File: src/rtl/tiny16_pkg.sv
// Shared constants and bus types for the tiny16 system.
package tiny16_pkg;

    localparam int unsigned WORD_W   = 16;
    localparam int unsigned IO_W     = 8;
    localparam int unsigned ST_AVAIL = 15;
    localparam int unsigned ST_OVF   = 14;

    typedef logic [WORD_W-1:0] word_t;
    typedef logic [IO_W-1:0]   io_t;

endpackage : tiny16_pkg

File: src/rtl/input_port_if.sv
// Controller-side bus view of the input port: read strobe, read word, data-available flag.
interface input_port_if;
    import tiny16_pkg::*;

    logic  out_en;
    word_t out;
    logic  avail;

    modport master (output out_en, input out, input avail);
    modport slave  (input out_en, output out, output avail);

endinterface : input_port_if

File: src/rtl/input_fifo.sv
// Small event FIFO; pointers carry one extra wrap bit so full and empty are distinguishable.
module input_fifo #(
    parameter int unsigned W     = 8,
    parameter int unsigned DEPTH = 4
) (
    input  logic         clk,
    input  logic         rst,
    input  logic         push,
    input  logic         pop,
    input  logic [W-1:0] din,
    output logic [W-1:0] dout,
    output logic         empty,
    output logic         full
);

    localparam int unsigned AW = $clog2(DEPTH);
    localparam int unsigned PW = AW + 1;

    logic [PW-1:0] wr_ptr_q, wr_ptr_d;
    logic [PW-1:0] rd_ptr_q, rd_ptr_d;
    logic [W-1:0]  mem_q [DEPTH];
    logic          wr_en;
    logic          rd_en;

    // Status and pointer advance; a push into a full FIFO only lands when the head leaves this cycle.
    always_comb begin
        empty    = (wr_ptr_q == rd_ptr_q);
        full     = (wr_ptr_q[AW-1:0] == rd_ptr_q[AW-1:0]) && (wr_ptr_q[AW] != rd_ptr_q[AW]);
        rd_en    = pop && !empty;
        wr_en    = push && (!full || rd_en);
        wr_ptr_d = wr_en ? wr_ptr_q + PW'(1) : wr_ptr_q;
        rd_ptr_d = rd_en ? rd_ptr_q + PW'(1) : rd_ptr_q;
        dout     = mem_q[rd_ptr_q[AW-1:0]];
    end

    // Pointer registers.
    always_ff @(posedge clk or negedge rst) begin
        if (!rst) begin
            wr_ptr_q <= '0;
            rd_ptr_q <= '0;
        end else begin
            wr_ptr_q <= wr_ptr_d;
            rd_ptr_q <= rd_ptr_d;
        end
    end

    // Storage is left unreset: entries are only visible between the pointers.
    always_ff @(posedge clk) begin
        if (wr_en) begin
            mem_q[wr_ptr_q[AW-1:0]] <= din;
        end
    end

endmodule : input_fifo

File: src/rtl/input_port.sv
// Debounced 8-bit input port: synchronises pins, queues each accepted change, serves it on the bus.
module input_port
    import tiny16_pkg::*;
#(
    parameter int unsigned DEPTH    = 4,
    parameter int unsigned DEBOUNCE = 16000
) (
    input  logic            clk,
    input  logic            rst,
    input  logic [IO_W-1:0] pins,
    input_port_if.slave     bus
);

    localparam int unsigned   CNT_W   = (DEBOUNCE > 1) ? $clog2(DEBOUNCE) : 1;
    localparam logic [CNT_W-1:0] CNT_MAX = CNT_W'(DEBOUNCE - 1);

    io_t              sync1_q, sync1_d;
    io_t              sync2_q, sync2_d;
    io_t              cand_q, cand_d;
    io_t              stable_q, stable_d;
    logic [CNT_W-1:0] cnt_q, cnt_d;
    logic             ovf_q, ovf_d;

    logic             push;
    logic             pop;
    logic             ovf_set;
    logic             fifo_empty;
    logic             fifo_full;
    io_t              fifo_dout;
    io_t              head;
    word_t            word;

    // Synchronise, track the candidate level, and accept it once it has been steady long enough.
    always_comb begin
        sync1_d  = pins;
        sync2_d  = sync1_q;
        cand_d   = cand_q;
        cnt_d    = cnt_q;
        stable_d = stable_q;
        push     = 1'b0;
        if (sync2_q != cand_q) begin
            cand_d = sync2_q;
            cnt_d  = '0;
        end else if (cnt_q != CNT_MAX) begin
            cnt_d = cnt_q + CNT_W'(1);
        end
        // stable catching up to the candidate is what makes this a one-shot per level.
        if ((cnt_q == CNT_MAX) && (cand_q != stable_q)) begin
            push     = 1'b1;
            stable_d = cand_q;
        end
    end

    // Bus read, pop and sticky overflow; a fresh overflow outranks the clear-on-read.
    always_comb begin
        pop     = bus.out_en && !fifo_empty;
        ovf_set = push && fifo_full && !pop;
        ovf_d   = ovf_q;
        if (bus.out_en && ovf_q) begin
            ovf_d = 1'b0;
        end
        if (ovf_set) begin
            ovf_d = 1'b1;
        end
        head             = fifo_empty ? '0 : fifo_dout;
        word             = '0;
        word[ST_AVAIL]   = !fifo_empty;
        word[ST_OVF]     = ovf_q;
        word[IO_W-1:0]   = head;
        bus.avail        = !fifo_empty;
        bus.out          = bus.out_en ? word : '0;
    end

    // Port state registers.
    always_ff @(posedge clk or negedge rst) begin
        if (!rst) begin
            sync1_q  <= '0;
            sync2_q  <= '0;
            cand_q   <= '0;
            stable_q <= '0;
            cnt_q    <= '0;
            ovf_q    <= 1'b0;
        end else begin
            sync1_q  <= sync1_d;
            sync2_q  <= sync2_d;
            cand_q   <= cand_d;
            stable_q <= stable_d;
            cnt_q    <= cnt_d;
            ovf_q    <= ovf_d;
        end
    end

    input_fifo #(
        .W     (IO_W),
        .DEPTH (DEPTH)
    ) u_fifo (
        .clk   (clk),
        .rst   (rst),
        .push  (push),
        .pop   (pop),
        .din   (cand_q),
        .dout  (fifo_dout),
        .empty (fifo_empty),
        .full  (fifo_full)
    );

endmodule : input_port

File: src/flat_wrapper.sv
// flat-port wrapper written by rule: the top's interface ports become plain ports
module input_port_flat import tiny16_pkg::*;
#(
    parameter int unsigned DEPTH    = 4,
    parameter int unsigned DEBOUNCE = 16000
)
  (clk, rst, pins, bus_out_en, bus_out, bus_avail);
  input_port_if bus_i ();
  input  logic clk;
  input  logic rst;
  input  logic [IO_W-1:0] pins;
  input wire logic [$bits(bus_i.out_en)-1:0] bus_out_en;
  output wire logic [$bits(bus_i.out)-1:0] bus_out;
  output wire logic [$bits(bus_i.avail)-1:0] bus_avail;
  assign bus_i.out_en = bus_out_en;
  assign bus_out = bus_i.out;
  assign bus_avail = bus_i.avail;
  input_port #(.DEPTH(DEPTH), .DEBOUNCE(DEBOUNCE)) u_core (.clk(clk), .rst(rst), .pins(pins), .bus(bus_i));
endmodule
File: config.mk
export PLATFORM = sky130hd
export DESIGN_NAME = input_port_flat
export DESIGN_NICKNAME = d
export VERILOG_FILES = /design/src/rtl/tiny16_pkg.sv /design/src/rtl/input_port_if.sv /design/src/rtl/input_fifo.sv /design/src/rtl/input_port.sv /design/src/flat_wrapper.sv
export SDC_FILE = /design/constraint.sdc
export NUM_CORES = 1
export LEC_CHECK = 0
export ABC_AREA = 0
export CORE_MARGIN = 4
export CORE_UTILIZATION = 31
export DETAILED_ROUTE_END_ITERATION = 10
export SETUP_SLACK_MARGIN = 0.1
export SYNTH_ARGS = -nofsm -noshare
export SYNTH_HDL_FRONTEND = slang
export SYNTH_SLANG_ARGS = --single-unit
File: constraint.sdc
create_clock -name clk -period 2.3 [get_ports clk]
set_input_delay 0.23 -clock clk [delete_from_list [all_inputs] [get_ports clk]]
set_output_delay 0.23 -clock clk [all_outputs]
set_load 0.005 [all_outputs]
==> results of run 1 <==
==> metrics by stage <==
| stage | util | hold slack [ns] | power [mW] | setup WS (ns) |
|---|---|---|---|---|
| final | 0.389 | 0.0126 | 3.82 | 0.162 |
| after global routing | 0.389 | 0.0894 | 4.01 | 0.0970 |
| after CTS | 0.384 | 0.0451 | 3.80 | 0.104 |
| after detailed placement | 0.353 | 0.335 | 2.32 | 0.0830 |
| after global placement | 0.353 | 0.332 | 2.31 | 0.111 |
| after floorplan | - | -0.0656 | 2.07 | 0.311 |
==> sequential cells by signal, summed over array words and instances (netlist names) <==
signal,count
u_core.ovf_q,1
u_core.cnt_q,14
u_core.stable_q,8
u_core.u_fifo.mem_q,32
u_core.u_fifo.wr_ptr_q,3
u_core.sync1_q,8
u_core.cand_q,8
u_core.sync2_q,8
u_core.u_fifo.rd_ptr_q,3
==> what timing repair did <==
| item | CTS | global route |
|---|---|---|
| gates resized for setup | 7 | 9 |
| buffers inserted | 5 | 4 |
| gates cloned | 0 | 0 |
| endpoints found under the setup margin | 16 | 15 |
| pin swaps | 0 | 0 |
==> layout by cell type, fill, tap and decap left out, types with 2 or more instances in the layout <==
| cell | n |
|---|---|
| dfrtp_1 | 52 |
| edfxtp_1 | 32 |
| xnor2_1 | 19 |
| buf_4 | 16 |
| nor2_1 | 13 |
| clkdlybuf4s50_1 | 12 |
| xor2_1 | 11 |
| mux2_2 | 10 |
| and2_1 | 9 |
| clkbuf_16 | 9 |
| mux4_2 | 8 |
| nand2_1 | 7 |
| inv_1 | 6 |
| nor4_1 | 6 |
| ha_1 | 6 |
| conb_1 | 6 |
| nand4_1 | 5 |
| dlygate4sd2_1 | 5 |
| nor3_1 | 4 |
| nand3_1 | 3 |
| a21oi_1 | 3 |
| dlymetal6s2s_1 | 3 |
| xnor2_2 | 2 |
| and2_4 | 2 |
| and2_2 | 2 |
| o31ai_1 | 2 |
| o21ai_0 | 2 |
| or3_1 | 2 |
| inv_6 | 2 |
| inv_4 | 2 |
==> report_power, final <==
group	switching, mW	internal, mW
logic	0.246	0.455
registers	0.0656	1.63
clock network	0.575	0.856
==> kinds of logic (layout without fill, tap and decap cells) <==
family | Yosys count | in the layout
flops | 85 | 85
simple gates | 56 | 56
xor+xnor | 32 | 32
buf+inv | 26 | 61
mux | 19 | 19
compound gates | 13 | 13
fa+ha+maj | 6 | 6
other cells | 1 | 6
==> routing by layer <==
metal / track usage / vias up / routed length [um]
met1: 0.120 / 935 / 2690
met2: 0.149 / 33 / 2660
met5: 0 / - / 0
li1: - / 907 / -
met3: 0.0248 / 7 / 211
met4: 0.0380 / 0 / 89
==> worst register-to-register path: stages (launching register included) <==
cell and delay [ns]:
dfrtp_1 0.40, or3b_4 0.42, nor4_4 0.37, o211a_1 0.29
and2_1 0.15, buf_4 0.17
==> final cells by class <==
class / instances / area [um^2] / area share
Clock buffer: 10 / 230 / 0.0541
Clock inverter: 6 / 68.8 / 0.0162
Inverter: 6 / 22.5 / 0.00529
Multi-Input combinational cell: 132 / 1110 / 0.262
Sequential cell: 85 / 2290 / 0.537
Tap cell: 140 / 175 / 0.0411
Timing Repair Buffer: 39 / 358 / 0.0840
==> worst min path at each step <==
stage          slack [ns]                        end         startpoint  cells past startpoint
6_report             0.01  u_core.u_fifo.rd_ptr_q[2]                rst                      2
3_3_place_gp         0.33          u_core.sync2_q[1]  u_core.sync1_q[1]                      0
4_1_cts              0.05  u_core.u_fifo.rd_ptr_q[2]                rst                      2
3_5_place_dp         0.33          u_core.sync2_q[1]  u_core.sync1_q[1]                      0
2_1_floorplan       -0.07           u_core.cand_q[0]                rst                      0
5_1_grt              0.09  u_core.u_fifo.rd_ptr_q[0]                rst                      2
==> results.md, run 1 <==
- Status: completed
- WL/cell: 13.5 um
- Synth-to-layout area growth: 21.9%
- Worst Setup Start Kind: flop
- Reg clk slew, reported paths: 0.06 ns
- GRT Overall Usage: 0.0931
- Die ar.: 0.0130 mm^2
- Share of layout cells above drive strength 1: 0.230
- Placed cell area: 0.00386 mm^2
- Std-Cell Rows: 38
- Post-synthesis cell type count: 34
- Share of the yosys chip area belonging to registers: 0.655
- Part of the cycle the worst path needs: 0.930
- Fin crit period: 2.14 ns
- Internal reg-to-reg setup slack: 0.20 ns
- R2r startpoint: u_core.cnt_q[8]
- Worst Setup End Kind: output port
- Hold crit path type: input pin to asynchronous set/reset pin
- Cell Area, Synth: 0.00349 mm^2
- Most frequent cell after synthesis: dfrtp_1
- CORE AREA: 0.0109 mm^2
- WL final: 5650 um
- I/O pin count: 28
- Worst-path fanout max: 7
- WP buf/inv: 3
- Post-synthesis mux area share: 0.0867
- Post-DP HPWL: 3740 um
- XOR/XNOR share of the synthesized area: 0.0803
- CTS sink count: 85
- CP peak stage delay: 0.50 ns
- Vias in the first global route: 1915
- Detailed-route DRC error count: 0
- Hold_buf cts: 0
- Drt first pass iters: 4
- Synth warnings: 0
- Leak: 1.75 nW
- Setup-failing EPs final: 0
- Slew @ Worst Pin: 0.663 ns
- Worst Setup SP: u_core.u_fifo.rd_ptr_q[0]
- Adder-Cell Fraction of Synth Area: 0.0215
- Largest family of logic cells by synthesized area: simple AND/OR/NAND/NOR gates
- Top cells by count, synth: dfrtp_1 (53), edfxtp_1 (32), xnor2_1 (21)
- NumNets Final: 290
- Maxcap violations: 0
- Chip width: 114 um
- Filler cell count: 1039
- Largest net degree at the start of global routing: 54
- Drt initial violations: 34
- PortBufs: 21
- Power per cell area: 898 mW/mm^2
- Routed Antenna Nets: 0
- Reg2reg end: u_core.u_fifo.mem_q[0][3]
- Worst-Skew Late Latency: 0.33 ns
- Clk buf depth: 2
- CTS buffer count: 9
- FF+latch count, synth: 85
- Clock root buffer master: clkbuf_16
- Die Ht: 114 um
- Via count: 1882
- RSZ-0062 raised after global routing: false
- CP Cell Sequence: buf_12 > buf_4 > mux4_2 > and2_4 > dlygate4sd2_1
- Leading area contributor after synthesis: dfrtp_1
- # H-tree levels: 3
- Post-Synthesis Cells: 238
- CP max stage cell: mux4_2
- Post-synthesis compound-gate area fraction: 0.0283
- GP Congestion: 0.713
- Critical path's top delay family: multiplexers
- Worst vdd rail ir drop: 0.000407 V
- CTS tree: done
- First-pass GRT wire length: 9450 um
- Number of enable flip-flop cells after synthesis: 32
- Synth top area cells: dfrtp_1 (38%), edfxtp_1 (28%), xnor2_1 (5.3%), mux4_2 (5.2%), mux2_2 (3.2%)
- Ys async rst share: 0.624
- Top_reg_cell synth: dfrtp_1
- Vias per inst: 4.50
- Data arrival at the endpoint of the critical path: 1.91 ns
- GR Overflow Total: 0
- Max-slew violations: 0
- Placed insts: 393
- Final Skew: 0.00377 ns
- Initial Util: 0.319
- Yosys top cell area share: 0.380
- Final Cell Area: 0.00426 mm^2
- Antenna Cells: 0
- Fmax: 468 MHz
- Worst Setup EP: bus_out[6]
- Stages on worst setup path: 5
- Final Hold Fails: 0
- Crit path required time: 2.07 ns
- Avg Cell Area, Syn: 14.7 um^2
- Relative slew slack: 0.558
- Worst Path Class, Setup: flop to output port
- TNS Setup: 0 ns
- Post-Synth Simple-Gate Area: 0.0896
- R2R depth: 5
- Layout Cells excl Fill: 418
- Initial antenna violation count: 0
Power figures use the tool's default switching activity.
==> run 2: changes to the inputs <==
CTS_BUF_LIST = sky130_fd_sc_hd__clkbuf_16   (was not set)
==> run 2 against run 1 <==
Non-clock buffer count is the same. Global-route usage unchanged. Clock skew hardly changed. Critical path depth unchanged. Core utilization about the same. Hold slack is the same. Clock-buffer cell count fell by 1. Combinational power about the same. Cell area about the same. Sequential power about the same. Register-to-register slack about the same. Fmax unchanged.
==> results.md, run 2 (synthesis gave the netlist of run 1 again) <==
- Initial Util: 0.319 (unchanged)
- Detailed-route DRC error count: 0 (unchanged)
- GR Overflow Total: 0 (unchanged)
- WL/cell: 13.5 um (unchanged)
- Synth-to-layout area growth: 21.9% (about the same)
- TNS Setup: 0 ns (unchanged)
- CTS tree: done
- Fmax: 468 MHz (unchanged)
- Clock root buffer master: clkbuf_16
- Worst-path fanout max: 7 (unchanged)
- Via count: 1882 (unchanged)
- Placed insts: 393 (unchanged)
- Vias per inst: 4.50 (unchanged)
- Max-slew violations: 0 (unchanged)
- CTS sink count: 85 (unchanged)
- Vias in the first global route: 1915 (unchanged)
- Antenna Cells: 0 (unchanged)
- First-pass GRT wire length: 9450 um (unchanged)
- Place WS: 0.0830 ns (unchanged)
- Share of layout cells above drive strength 1: 0.227 (-0.00360)
- Std-Cell Rows: 38 (unchanged)
- Part of the cycle the worst path needs: 0.930 (unchanged)
- Placed cell area: 0.00386 mm^2 (unchanged)
- Chip width: 114 um (unchanged)
- Worst Path Class, Setup: flop to output port
- Routed Antenna Nets: 0 (unchanged)
- Hold crit path type: input pin to asynchronous set/reset pin
- I/O pin count: 28 (unchanged)
- RSZ-0062 raised after global routing: false
- PortBufs: 21 (unchanged)
- Worst vdd rail ir drop: 0.000406 V (-0.20%)
- GP Congestion: 0.713 (unchanged)
- Worst Setup End Kind: output port
- Most frequent cells in the layout: dfrtp_1 (52), edfxtp_1 (32), xnor2_1 (19), buf_4 (16), nor2_1 (13)
- # H-tree levels: 3 (unchanged)
- Initial antenna violation count: 0 (unchanged)
- Fin crit period: 2.14 ns (unchanged)
- Setup-failing EPs final: 0 (unchanged)
- Clk buf depth: 2 (unchanged)
- Post-DP HPWL: 3740 um (unchanged)
- Die ar.: 0.0130 mm^2 (unchanged)
- Final Hold Fails: 0 (unchanged)
- GRT Overall Usage: 0.0931 (unchanged)
- Data arrival at the endpoint of the critical path: 1.91 ns (about the same)
- NumNets Final: 290 (unchanged)
- Relative slew slack: 0.558 (unchanged)
- Final Total Pwr: 3.82 mW (-0.22%)
- Commonest non-fill, non-tap cell in the layout: dfrtp_1
- Worst Slack Setup Final: 0.162 ns (unchanged)
- Leak: 1.75 nW (about the same)
- Layout Cells excl Fill: 418 (unchanged)
- Largest register FFs: 32 (unchanged)
- Status: completed
- Drt first pass iters: 4 (unchanged)
- Largest net degree at the start of global routing: 54 (unchanged)
- Die Ht: 114 um (unchanged)
- Reg clk slew, reported paths: 0.06 ns (about the same)
- WL final: 5650 um (unchanged)
- Final Cell Area: 0.00426 mm^2 (about the same)
- Power per cell area: 896 mW/mm^2 (-0.19%)
- Worst-Skew Late Latency: 0.33 ns (about the same)
- CORE AREA: 0.0109 mm^2 (unchanged)
- Worst Setup Start Kind: flop
- Crit path required time: 2.07 ns (about the same)
- CTS buffer count: 9 (unchanged)
- Final Skew: 0.00384 ns (+0.0000720 ns)
- Slew @ Worst Pin: 0.663 ns (unchanged)
- Maxcap violations: 0 (unchanged)
- Drt initial violations: 34 (unchanged)
## run 2: repair_timing
item | CTS | global route
buffers inserted | 5 | 4
hold buffers | 0 | 0
resized for setup | 7 | 9
gates cloned | 0 | 0
setup endpoints to repair | 16 | 15
endpoints found under the hold margin | 0 | 0
## run 2: area by class of cell
cell class | instances | area (um^2)
multi-input combinational | 132 | 1110
sequential | 85 | 2290
inverter | 6 | 22.5
tap | 140 | 175
timing repair buffer | 39 | 358
fill | 1039 | 6680
clock buffer | 9 | 225
clock inverter | 7 | 72.6
## run 2: path summary, 6_finish.rpt
kind / endpoint / depth (start not counted) / slack, ns / startpoint
max: bus_out[6] / 5 / 0.16 / u_core.u_fifo.rd_ptr_q[0]
min: u_core.u_fifo.rd_ptr_q[2] / 2 / 0.01 / rst
max reg2reg: u_core.u_fifo.mem_q[0][3] / 5 / 0.20 / u_core.cnt_q[8]
min reg2reg: u_core.sync2_q[1] / 0 / 0.35 / u_core.sync1_q[1]
max in group asynchronous: u_core.u_fifo.rd_ptr_q[0] / 2 / 1.82 / rst
min in group clk: u_core.sync1_q[3] / 1 / 0.34 / pins[3]
## run 2: report_power, final
| part | internal [mW] | switching (mW) |
|---|---|---|
| clock | 0.847 | 0.575 |
| combinational | 0.455 | 0.246 |
| sequential | 1.63 | 0.0656 |
## run 2: critical path, cell delays in order (launching register included)
cell and delay (ns):
dfrtp_2 0.43, buf_12 0.13, buf_4 0.10, mux4_2 0.50
and2_4 0.17, dlygate4sd2_1 0.25
## run 2: metrics by stage
| step | hold slack, ns | util |
|---|---|---|
| floorplan | -0.0656 | - |
| finish | 0.0126 | 0.389 |
| global route | 0.0894 | 0.389 |
| global placement | 0.332 | 0.353 |
| CTS | 0.0451 | 0.384 |
| detailed placement | 0.335 | 0.353 |
## run 2: routing by layer
metal | global-route usage | wire length (um) | share of wire | vias up
li1 | - | - | - | 907
met3 | 0.0248 | 211 | 0.037 | 7
met1 | 0.120 | 2690 | 0.48 | 935
met4 | 0.0380 | 89 | 0.016 | 0
met5 | 0 | 0 | 0 | -
met2 | 0.149 | 2660 | 0.47 | 33
==> run 3: changes to the inputs <==
CORE_ASPECT_RATIO = 1.4   (was not set)
==> run 3 against run 2 <==
Sequential power hardly changed. Largest power group unchanged. Via count is 0.48% higher. Wire length is 1.8% lower. Total power is 1.8% lower. Critical path depth stayed put. Combinational power hardly changed. Non-clock buffer count is 3 higher.
==> results.md, run 3 (synthesis gave the netlist of run 1 again) <==
- Status: completed
- Drt initial violations: 73 (+110%)
- TNS Setup: 0 ns (unchanged)
- Via count: 1891 (+0.48%)
- CTS tree: done
- Worst Setup Start Kind: flop
- Clock share of power: 0.363 (-0.010)
- Internal power: 2.87 mW (-2.0%)
- Worst-path fanout max: 4 (-3)
- Chip width: 97.7 um (-14%)
- Most frequent cells in the layout: dfrtp_1 (52), edfxtp_1 (32), xnor2_1 (20), buf_4 (17), nor2_1 (13)
- WL/cell: 13.1 um (-2.7%)
- Initial Util: 0.320 (+0.000366)
- Setup-failing EPs final: 0 (unchanged)
- GRT Overall Usage: 0.0932 (+0.000156)
- CTS buffer count: 9 (unchanged)
- Std-Cell Rows: 45 (+18%)
- Place WS: 0.0886 ns (+0.00564 ns)
- CTS sink count: 85 (unchanged)
- CORE AREA: 0.0109 mm^2 (-0.11%)
- Worst Path Class, Setup: flop to output port
- Power per cell area: 882 mW/mm^2 (-1.6%)
- Routed Antenna Nets: 0 (unchanged)
- Antenna Cells: 0 (unchanged)
- Clk buf depth: 2 (unchanged)
- Layout Utilization: 0.389 (about the same)
- Maxcap violations: 0 (unchanged)
- Die Ht: 134 um (+17%)
- Final Cell Area: 0.00425 mm^2 (-0.18%)
- Synth-to-layout area growth: 21.7%
- Fmax: 468 MHz (about the same)
- Worst vdd rail ir drop: 0.000379 V (-6.7%)
- Hold_buf cts: 0 (unchanged)
- Commonest non-fill, non-tap cell in the layout: dfrtp_1
- Data arrival at the endpoint of the critical path: 1.91 ns (about the same)
- Psw: 0.879 mW (-0.91%)
- RSZ-0062 raised after global routing: true
- # H-tree levels: 3 (unchanged)
- First-pass GRT wire length: 9470 um (+0.21%)
- Slew @ Worst Pin: 0.911 ns (+0.247 ns)
- Max-slew violations: 0 (unchanged)
- Final Hold Fails: 0 (unchanged)
- Vias in the first global route: 1908 (-0.37%)
- Final Skew: 0.00626 ns (+0.00242 ns)
- Placed insts: 396 (+0.76%)
- Internal reg-to-reg setup slack: 0.30 ns (+0.10 ns)
- Share of layout cells above drive strength 1: 0.224 (-0.00242)
- Clock root buffer master: clkbuf_16
- Logic gate share of total power: 0.187 (+0.003)
- Drt first pass iters: 4 (unchanged)
- Worst-Skew Late Latency: 0.34 ns (about the same)
- Initial antenna violation count: 0 (unchanged)
- Placed cell area: 0.00387 mm^2 (about the same)
- Crit path required time: 2.07 ns (about the same)
- I/O pin count: 28 (unchanged)
- Relative slew slack: 0.393 (-0.165)
- Worst Setup End Kind: output port
- Layout Cells excl Fill: 422 (+0.96%)
- Worst hold slack: 0.0274 ns (+0.0148 ns)
- WL final: 5550 um (-1.8%)
- Part of the cycle the worst path needs: 0.929 (about the same)
- Reg clk slew, reported paths: 0.06 ns (about the same)
- Largest register FFs: 32 (unchanged)
- Switching Fraction: 0.235 (+0.00206)
- NumNets Final: 293 (+1.0%)
- GR Overflow Total: 0 (unchanged)
- Post-DP HPWL: 3750 um (+0.14%)
- Fin crit period: 2.14 ns (-0.000768 ns)
- Hold crit path type: input pin to asynchronous set/reset pin
- PortBufs: 21 (unchanged)
- Worst Slack Setup Final: 0.162 ns (+0.000768 ns)
- GP Congestion: 0.709 (-0.59%)
- Detailed-route DRC error count: 0 (unchanged)
- Die ar.: 0.0131 mm^2 (+0.18%)
- Sequential power share: 0.450 (+0.007)
- Final Total Pwr: 3.75 mW (-1.8%)
- Largest net degree at the start of global routing: 42 (-22%)
- Leak: 1.72 nW (-2.1%)
- Vias per inst: 4.48 (-0.47%)
==> run 3: changes by cell type in the layout (fill, tap and decap cells not counted), sizes merged <==
cell           before  now
bufinv              1    0
clkbuf              9   10
dlygate4sd2         5    7
dlymetal6s2s        3    0
clkinv              1    2
inv                11    9
clkdlybuf4s15       0    1
clkinvlp            0    1
buf                19   22
==> run 3: worst max-delay path, cell delays in order (launching register included) <==
cell and delay, ns:
dfrtp_2 0.43, buf_6 0.13, buf_6 0.10, mux4_2 0.49, and2_4 0.16, dlygate4sd2_1 0.25
==> run 3: final cells by class <==
| cell class | count | area [um^2] |
|---|---|---|
| Timing Repair Buffer | 42 | 369 |
| Clock inverter | 6 | 36.3 |
| Sequential cell | 85 | 2290 |
| Tap cell | 141 | 176 |
| Multi-Input combinational cell | 132 | 1110 |
| Fill cell | 1073 | 6670 |
| Clock buffer | 10 | 250 |
| Inverter | 6 | 22.5 |
==> run 3: metal layers <==
| layer | up-vias | share of wire | track usage |
|---|---|---|---|
| met4 | 0 | 0.034 | 0.0716 |
| met2 | 28 | 0.51 | 0.154 |
| met5 | - | 0 | 0 |
| met1 | 946 | 0.43 | 0.107 |
| met3 | 12 | 0.031 | 0.0152 |
| li1 | 905 | - | - |
==> run 3: final timing paths <==
path | from | endpoint | cells after the start
min | rst | u_core.cnt_q[10] | 1
max reg2reg | u_core.cnt_q[9] | u_core.u_fifo.mem_q[0][4] | 5
max | u_core.u_fifo.rd_ptr_q[0] | bus_out[3] | 5
min reg2reg | u_core.sync1_q[4] | u_core.sync2_q[4] | 0
max in group asynchronous | rst | u_core.sync1_q[4] | 2
min in group clk | pins[2] | u_core.sync1_q[2] | 1
==> run 3: power groups by stage <==
stage                     clock network [mW]  logic [mW]  registers (mW)
after floorplan                            0       0.380            1.69
after global placement                     0       0.582            1.70
after detailed placement                   0       0.590            1.70
after CTS                               1.40       0.676            1.69
after global routing                    1.46       0.778            1.70
final                                   1.36       0.702            1.69
==> run 3: timing repair <==
item                                    4_1_cts  5_1_grt
gates cloned                                  1        0
setup buffers                                 8        1
resized for setup                            13        6
pin swaps                                     0        1
endpoints found under the setup margin       16       21
